File: src/rtl/clk_monitor.sv
// Clock-activity and period monitor: measures mon_clk period in clk cycles and reports lock, range and loss status.
// Optional min/max period statistics are enabled by defining CLK_MONITOR_STATS_EN.
module clk_monitor #(
  parameter int unsigned CNT_W      = 16,
  parameter int unsigned MIN_PERIOD = 4,
  parameter int unsigned MAX_PERIOD = 1000,
  parameter int unsigned LOCK_COUNT = 4,
  parameter int unsigned TIMEOUT    = 2048
) (
  input  logic             clk,
  input  logic             rst,
  input  logic             mon_clk,
  output logic [CNT_W-1:0] period,
  output logic             period_valid,
  output logic             range_err,
  output logic             locked,
`ifdef CLK_MONITOR_STATS_EN
  output logic [CNT_W-1:0] period_min,
  output logic [CNT_W-1:0] period_max,
`endif
  output logic             lost
);

  localparam int unsigned GOOD_W = $clog2(LOCK_COUNT + 1);
  localparam logic [CNT_W-1:0] GAP_MAX = {CNT_W{1'b1}};

  typedef enum logic [1:0] {IDLE, ARMED, LOCKED, LOST} state_t;

  state_t            state;
  logic              sync1, sync2, sync3;
  logic [CNT_W-1:0]  gap;
  logic [GOOD_W-1:0] good;
  logic              mon_edge_c;
  logic              in_range_c;
  logic              timeout_c;

  assign mon_edge_c = sync2 & ~sync3;
  assign in_range_c = (gap >= CNT_W'(MIN_PERIOD)) && (gap <= CNT_W'(MAX_PERIOD));
  assign timeout_c  = (gap >= CNT_W'(TIMEOUT));

  // Synchronizer, gap counter, measurement and lock/loss FSM
  always_ff @(posedge clk or posedge rst) begin
    if (rst) begin
      sync1        <= 1'b0;
      sync2        <= 1'b0;
      sync3        <= 1'b0;
      gap          <= '0;
      good         <= '0;
      state        <= IDLE;
      period       <= '0;
      period_valid <= 1'b0;
      range_err    <= 1'b0;
      locked       <= 1'b0;
      lost         <= 1'b0;
`ifdef CLK_MONITOR_STATS_EN
      period_min   <= GAP_MAX;
      period_max   <= '0;
`endif
    end else begin
      sync1        <= mon_clk;
      sync2        <= sync1;
      sync3        <= sync2;
      period_valid <= 1'b0;
      range_err    <= 1'b0;
      locked       <= (state == LOCKED);
      lost         <= (state == LOST);

      if (mon_edge_c)
        gap <= CNT_W'(1);
      else if (gap != GAP_MAX)
        gap <= gap + CNT_W'(1);

      case (state)
        IDLE: begin
          if (mon_edge_c) begin
            state <= ARMED;
          end else if (timeout_c) begin
            state <= LOST;
`ifdef CLK_MONITOR_STATS_EN
            period_min <= GAP_MAX;
            period_max <= '0;
`endif
          end
        end
        ARMED, LOCKED: begin
          if (mon_edge_c) begin
            period       <= gap;
            period_valid <= 1'b1;
            range_err    <= ~in_range_c;
`ifdef CLK_MONITOR_STATS_EN
            if (gap < period_min) period_min <= gap;
            if (gap > period_max) period_max <= gap;
`endif
            if (!in_range_c) begin
              good  <= '0;
              state <= ARMED;
            end else if (state == ARMED) begin
              // The measurement that brings the run to LOCK_COUNT locks
              if (good >= GOOD_W'(LOCK_COUNT - 1)) begin
                good  <= GOOD_W'(LOCK_COUNT);
                state <= LOCKED;
              end else begin
                good <= good + GOOD_W'(1);
              end
            end
          end else if (timeout_c) begin
            state <= LOST;
`ifdef CLK_MONITOR_STATS_EN
            period_min <= GAP_MAX;
            period_max <= '0;
`endif
          end
        end
        LOST: begin
          if (mon_edge_c) begin
            state <= ARMED;
            good  <= '0;
          end
        end
        default: state <= IDLE;
      endcase
    end
  end

endmodule

File: config.mk
export PLATFORM = sky130hd
export DESIGN_NAME = clk_monitor
export DESIGN_NICKNAME = d
export VERILOG_FILES = /design/src/rtl/clk_monitor.sv
export SDC_FILE = /design/constraint.sdc
export NUM_CORES = 1
export LEC_CHECK = 0
export ABC_AREA = 1
export CORE_MARGIN = 3
export CORE_UTILIZATION = 50
export CTS_CLUSTER_SIZE = 14
export DETAILED_ROUTE_END_ITERATION = 12
export GPL_TIMING_DRIVEN = 1
export PLACE_DENSITY = 0.71
export RECOVER_POWER = 25
export SLEW_MARGIN = 25
export SYNTH_ARGS = -nofsm -noshare
export SYNTH_HDL_FRONTEND = slang
export SYNTH_SLANG_ARGS = --single-unit
File: constraint.sdc
create_clock -name clk -period 2 [get_ports clk]
set_input_delay 0.5 -clock clk [delete_from_list [all_inputs] [get_ports clk]]
set_output_delay 0.5 -clock clk [all_outputs]
set_load 0.02 [all_outputs]
# Word level (Yosys, flattened, before mapping)

Index checks and enable logic that the tools add are counted.

Register bits: 44
Logic and storage cells: 57
Output and inout port bits: 20

Bitwise operators: 3
Reductions and logical operators: 8
$add $sub $neg: 2
Eq/ne operators: 9
Magnitude comparators: 4
Multiplexer cells: 20

Operators with widths:

| operator              | number |
|---|---|
| $mux 16               | 2 |
| $add 16x1->16 const B | 1 |
| $ge 16x12->1 const B  | 1 |
| $ge 16x3->1 const B   | 1 |
| $le 16x10->1 const B  | 1 |
| $ne 16x16->1 const B  | 1 |
| $mux 3                | 5 |
| $mux 2                | 7 |
| $ne 4x4->1 const B    | 2 |
| $pmux 2 s3            | 1 |
| $pmux 3 s2            | 1 |
| $eq 2x2->1 const B    | 2 |
| $mux 1                | 4 |
| $ne 2x2->1 const B    | 2 |
| $reduce_and 4->1      | 1 |
| $reduce_bool 2->1     | 2 |
| $add 3x1->3 const B   | 1 |
| $ge 3x2->1 const B    | 1 |
| $ne 3x3->1 const B    | 1 |
| $reduce_and 3->1      | 1 |
| $eq 2x1->1 const B    | 1 |
| $logic_not 2->1       | 1 |
| $not 1->1             | 2 |
| $reduce_and 2->1      | 1 |
| other kinds (3)       | 3 |

# Logic depth before layout (Yosys ltp)

Gate-level depths: netlist of the first run.

Word-level depth: 6
Mapped depth: 13
Mapped depth without buffers: 13

# Least setup slack after synthesis of the first run

OpenSTA, ideal clock, no wires.

Kind: flip-flop to flip-flop
Start point: reg state[0]
End point: reg period[2]
Slack: 0.509 ns
Data required time: 1.869 ns
Arrival time: 1.360 ns
Cell stages (with the launch flop): 9
Cells stage by stage: dfrtp_1 -> inv_1 -> ha_1 -> inv_1 -> nor2_2 -> inv_1 -> clkbuf_1 -> nand2_1 -> o21ai_0

Cells in the longest elaborated chain, start to end: 3
Elaborated cells on any way between the ends: 4
Those cells by class: eq/ne (2); reduce/logical (2)

Ends and longest elaborated chain:

| what                                     | RTL line | source |
|---|---|---|
| start: declaration                       | 29       | `state_t state;` |
| start signal: assignment                 | 49       | `state <= IDLE;` |
| start signal: assignment                 | 76       | `state <= ARMED;` |
| start signal: assignment                 | 78       | `state <= LOST;` |
| $eq 2x2->1 or $eq 2x1->1 (tied branches) | 73       | `case (state)` |
| $reduce_or 2->1 *                        | 73       |  |
| $reduce_and 2->1 (no line) *             | -        |  |
| end signal: assignment                   | 87       | `period <= gap;` |
| end: declaration                         | 13       | `output logic [CNT_W-1:0] period,` |

Every way passes the cells marked *; elsewhere a longest branch is shown, timed or not.
A chain may end at the register's enable or synchronous reset.

# Final worst setup path of the first run

Start point: reg state[1]
End point: reg period[8]

The elaborated chain is that of the path after synthesis.

==> reports/qor.yml, run 1 <==
worstReg2RegStart: "state[1]$_DFFE_PP0P_"
grt_usage: 0.201
worst_setup_path_end_kind: "register"
grt_pass1_wl_um: 8300
fill_cells: 402
crit_arrival_ps: 1990
grt_start_max_net_pins: 45
antenna_found_initial: 0
final-instance-count-excl-fill: 359
yosysUniqueCellTypes: 31
finalHoldViolCount: 0
initialDrtViolationCount: 117
ctsLongestPathBuffers: 2
stdcell_area_um2: 2760
status: "completed"
synth_top_area_cell: "dfrtp_1"
io_pins: 23
first_global_vias: 1735
critPathMostFrequentCell: "inv_1"
cp.required_ps: 2180
vias: 1896
setup_viol: 0
hold_start: "sync1$_DFF_PP0_"
drive_above_1_share: 0.156
crit_path_max_incr_delay_ps: 460
fin_crit_ps: 1810
placed_area_um2: 2620
cts_max_level: 2
rr_worst_depth: 7
yosys_register_bits: 44
synthTopCellsByArea: "dfrtp_1 48%, nand2_1 9.7%, o21ai_0 5.4%, inv_1 5.2%, ha_1 4.9%"
wl_um: 5010
rows: 24
yosys.area.top_type_share: 0.476
finalSetupTns_ps: 0
power_leakage_nw: 1.29
holdPathEnd: "sync2$_DFF_PP0_"
ys_seq_area_frac: 0.476
core_area_um2: 4410
fp.dieArea_um2: 5480
wl_per_cell_um: 14.0
ir_worst_vdd_mv: 0.594
cts_sinks: 44
cts_made_buffers: 5
ys_warn_count: 0
dr.pass1.iters: 4
maxSlewHeadroom: 0.288
period_share: 0.906
async_flop_share: 1.00
maxCapViolCount: 0
synthesis.nets: 288
finalMaxSlewViolations: 0
placed_cells: 349
hp-class: "reg -> reg"
areaGrowthSynthToFinish_pct: 19.3
synth_ff_type: "dfrtp_1"
start_util: 0.524
rr_endpoint: "period[8]$_DFFE_PP0P_"
ctsHoldBuffers: 0
cts_tree: "done"
critPathMaxFanout: 7
clk-insertion-delay-late_ps: 300
gp_congestion: 0.909
crit_chain: "inv_1, ha_1, inv_1, nor2_4, clkinvlp_2, nand2_1, o21ai_0"
start_kind: "register"
syn-cell-area_um2: 2310
viasPerCell: 5.28
max_freq_mhz: 552
hpwlAfterDp_um: 3500
skew_ps: 7.86
synth_edf_count: 0
avgSynthCellArea_um2: 8.38
die_width_um: 74.0
r2r_setup_slack_ps: 190
gr-total-overflow: 0
worstSetupPathType: "reg -> reg"
nNetsFinal: 319
drtAntennaViolNets: 0
rsz0062_at_grt: "no"
num_antenna_cells: 0
power_density_nw_per_um2: 1070
fp.dieH_um: 74.0
syn-instance-count: 276
cp_slowest_cell: "dfrtp_1"
drcViolationCount: 0
total_power_mw: 2.96
clk_pin_slew_worst_paths_ps: 80
hold_depth: 0
port_buffers: 22
root_buffer: "clkbuf_8"
worstMarginPinSlew_ps: 1070
[per-stage QoR]
step	setup WS, ps	util	hold slack [ps]
2_1_floorplan	469	-	331
3_3_place_gp	194	0.593	336
3_5_place_dp	106	0.593	341
4_1_cts	79.6	0.622	360
5_1_grt	73.7	0.625	360
6_report	187	0.625	358
[power by group]
part	switching, mW	total (mW)	internal, mW
clock network	0.299	0.790	0.492
logic	0.606	0.992	0.385
registers	0.142	1.17	1.03
total	1.05	2.96	1.91
[sequential cells by signal, indices dropped and copies added, names as in the netlist]
signal,count
state,2
locked,1
sync2,1
period,16
period_valid,1
sync3,1
lost,1
range_err,1
good,3
sync1,1
gap,16
[worst max-delay path, delay by kind of cell (launching register included)]
kind                     cells  cell delay [ps]
buffers and inverters        3              490
flip-flops                   1              460
AND/OR/NAND/NOR              2              360
adder cells (fa/ha/maj)      1              300
AO/OA/AOI/OAI                1               80
[Yosys cell counts, types with 3 or more instances]
cell	instances
ha_1	9
inv_1	32
nand2_2	8
dfrtp_1	44
nand3_1	16
nor3_1	6
a21oi_1	4
o21ai_1	3
clkbuf_1	3
nor3_2	3
xor2_1	3
inv_2	4
a31oi_1	4
nand4_1	4
o21ai_2	3
o21ai_0	25
nor2_2	4
nor2_1	24
nand2_1	60
[timing repair]
| item | CTS | global route |
|---|---|---|
| setup buffers | 0 | 1 |
| setup endpoints to repair | 0 | 17 |
| gates resized for setup | 0 | 3 |
[worst max-delay path by stage]
stage,from,end,cells after the start
finish,state[1]$_DFFE_PP0P_,period[8]$_DFFE_PP0P_,7
global route,state[1]$_DFFE_PP0P_,period[4]$_DFFE_PP0P_,7
CTS,state[1]$_DFFE_PP0P_,period[11]$_DFFE_PP0P_,7
detailed placement,state[0]$_DFFE_PP0P_,period[11]$_DFFE_PP0P_,7
global placement,state[0]$_DFFE_PP0P_,period[3]$_DFFE_PP0P_,6
floorplan,rst,gap[0]$_DFFE_PP0P_,1
[area by class of cell]
type	instances	area, µm²	area share
clock buffers	5	68.8	0.0249
clock inverters	2	60.1	0.0218
inverters	37	144	0.0522
multi-input cells	191	1060	0.384
flip-flops and latches	44	1100	0.399
well taps	52	65.1	0.0236
repair buffers	26	248	0.0898
repair inverters	2	12.5	0.00454
[layer usage]
layer  routed length [µm]  share of wire  global-route usage
met1                 2510           0.50               0.302
met2                 2200           0.44               0.290
met3                  274          0.055              0.0446
met4                   27         0.0054              0.0604
met5                    0              0                   0
[cell families after synthesis]
group,Yosys count,share of synthesized area
buffers and inverters,41,0.0676
flip-flops,44,0.476
XOR/XNOR,3,0.0114
AO/OA/AOI/OAI,43,0.106
AND/OR/NAND/NOR,136,0.291
adder cells (fa/ha/maj),9,0.0487
[cells in the final DEF, fill, tap and decap left out, types with 2 or more instances in the layout]
cell type	n
nor3_1	6
inv_2	4
nor2_2	3
nand4_1	4
o21ai_0	25
nand2_2	8
nor3_2	3
nor2_4	3
dfrtp_1	44
ha_1	9
clkbuf_8	5
nand2_1	60
buf_4	3
a21oi_2	2
bufinv_16	2
nor4_1	2
a21oi_1	4
clkinvlp_4	2
nand2_4	2
nand3_1	16
inv_1	30
clkdlybuf4s50_1	20
a31oi_1	4
dlygate4sd3_1	2
nor2_1	24
o21ai_1	3
nand3_2	2
o21ai_2	3
xor2_1	3
(Power assumes the default switching activity.)
==> inputs of run 2 (changes only) <==
--- a/config.mk
+++ b/config.mk
@@ -13,6 +13,7 @@
 export GPL_TIMING_DRIVEN = 1
 export PLACE_DENSITY = 0.71
 export RECOVER_POWER = 25
+export REMOVE_ABC_BUFFERS = 1
 export SLEW_MARGIN = 25
 export SYNTH_ARGS = -nofsm -noshare
 export SYNTH_HDL_FRONTEND = slang
==> reports/qor.yml, run 2 (synthesis gave the netlist of run 1 again) <==
status: "completed"
first_global_vias: 1807  # +4.1%
finalSetupTns_ps: 0  # unchanged
place_ws_ps: 299  # +192 ps
maxSlewHeadroom: 0.309  # +0.0215
fin_ws_ps: 226  # +38.7 ps
hpwlAfterDp_um: 3460  # -1.1%
wl_um: 4680  # -6.5%
num_antenna_cells: 0  # unchanged
cts_max_level: 2  # unchanged
crit_arrival_ps: 1270  # -720 ps
skew_ps: 7.87  # +0.0113 ps
finalMaxSlewViolations: 0  # unchanged
root_buffer: "clkbuf_8"
start_kind: "register"
max_freq_mhz: 564  # +2.2%
crit_chain: "clkdlybuf4s50_1"
ctsHoldBuffers: 0  # unchanged
critPathMaxFanout: 2  # -5
holdPathEnd: "sync2$_DFF_PP0_"
worst_setup_path_end_kind: "primary output"
gp_congestion: 0.915  # +0.65%
final_cell_mix: "60 x nand2_1, 44 x dfrtp_1, 31 x inv_1, 25 x o21ai_0, 24 x nor2_1"
cts_tree: "done"
gr-total-overflow: 0  # unchanged
wl_per_cell_um: 13.1  # -6.0%
ctsLongestPathBuffers: 2  # unchanged
crit_path_max_incr_delay_ps: 610  # +150 ps
worstMarginPinSlew_ps: 1040  # -32.2 ps
final-instance-count-excl-fill: 357  # -0.56%
drive_above_1_share: 0.144  # -0.0121
fp.dieArea_um2: 5480  # unchanged
rr_worst_depth: 6  # -1
cp.depth: 1  # -6
core_area_um2: 4410  # unchanged
io_pins: 23  # unchanged
cts_made_buffers: 5  # unchanged
cp_slowest_cell: "clkdlybuf4s50_1"
cts_sinks: 44  # unchanged
clk-insertion-delay-late_ps: 300  # about the same
areaGrowthSynthToFinish_pct: 17.7
r2r_setup_slack_ps: 270  # +80 ps
nNetsFinal: 316  # -0.94%
hp-class: "reg -> reg"
viasPerCell: 5.15  # -2.4%
fp.dieH_um: 74.0  # unchanged
start_util: 0.524  # unchanged
ir_worst_vdd_mv: 0.596  # +0.26%
final_util: 0.616  # -0.00850
antenna_found_initial: 0  # unchanged
period_share: 0.887  # -0.0194
grt_pass1_wl_um: 8050  # -3.0%
dr.pass1.iters: 4  # unchanged
placed_cells: 349  # unchanged
worstSetupPathType: "reg -> out"
final_common_cell: "nand2_1"
hold_depth: 0  # unchanged
die_width_um: 74.0  # unchanged
power_density_nw_per_um2: 1030  # -4.3%
maxCapViolCount: 0  # unchanged
finalHoldViolCount: 0  # unchanged
cpLargestDelayFamily: "buffers and inverters"
path_buf_inv: 1  # -2
rsz0062_at_grt: "no"
drtAntennaViolNets: 0  # unchanged
initialDrtViolationCount: 113  # -3.4%
worstReg2RegStart: "gap[0]$_DFFE_PP0P_"
grt_start_max_net_pins: 45  # unchanged
cp.required_ps: 1500  # -680 ps
total_power_mw: 2.79  # -5.6%
setup_viol: 0  # unchanged
vias: 1840  # -3.0%
fin_crit_ps: 1770  # -38.7 ps
rr_endpoint: "gap[0]$_DFFE_PP0P_"
cts-resized-gates: 0  # unchanged
clk_pin_slew_worst_paths_ps: 80  # about the same
reg.largest.list: "gap x16, period x16, good x3"
power_leakage_nw: 1.28  # -0.59%
drcViolationCount: 0  # unchanged
port_buffers: 22  # unchanged
hold_start: "sync1$_DFF_PP0_"
fill_cells: 393  # -2.2%
rows: 24  # unchanged
postCtsSetupBuffers: 0  # unchanged
grt_usage: 0.193  # -0.00781
## run 2: cell types whose count changed in the layout (fill, tap and decap cells not counted), sizes merged
cell	change
inv	+1
buf	-1
bufinv	-1
clkinvlp	-3
clkbuf	+1
clkinv	+1
## run 2: worst max path at each step
stage / start / end / slack (ps)
after floorplan: state[0]$_DFFE_PP0P_ / period[0]$_DFFE_PP0P_ / 390
after global placement: state[0]$_DFFE_PP0P_ / period[1]$_DFFE_PP0P_ / 390
after detailed placement: state[0]$_DFFE_PP0P_ / period[1]$_DFFE_PP0P_ / 300
after CTS: period[1]$_DFFE_PP0P_ / period[1] / 210
after global routing: state[0]$_DFFE_PP0P_ / period[14]$_DFFE_PP0P_ / 70
final: period[8]$_DFFE_PP0P_ / period[8] / 230
## run 2: where the power goes
| group | total, mW | switching, mW | internal [mW] |
|---|---|---|---|
| clock network | 0.658 | 0.287 | 0.370 |
| logic | 0.960 | 0.577 | 0.383 |
| registers | 1.17 | 0.140 | 1.03 |
## run 2: per-layer routing
layer | up-vias | GRT usage | wire length (µm)
met2 | 50 | 0.305 | 2110
li1 | 948 | - | -
met3 | 5 | 0.0486 | 229
met5 | - | 0 | 0
met1 | 837 | 0.261 | 2300
met4 | 0 | 0.0644 | 47
## run 2: stage by stage
step	hold slack, ps	area, µm²
after global routing	361	2720
after global placement	334	2630
final	353	2720
after detailed placement	339	2630
after CTS	356	2740
after floorplan	331	2300
## run 2: area by class of cell
class                   instances  area [µm²]  share of cell area
multi-input cells             191        1050               0.388
repair buffers                 25         253              0.0929
flip-flops and latches         44        1100               0.405
well taps                      52        65.1              0.0239
clock inverters                 2        35.0              0.0129
inverters                      37         140              0.0515
clock buffers                   6        72.6              0.0267
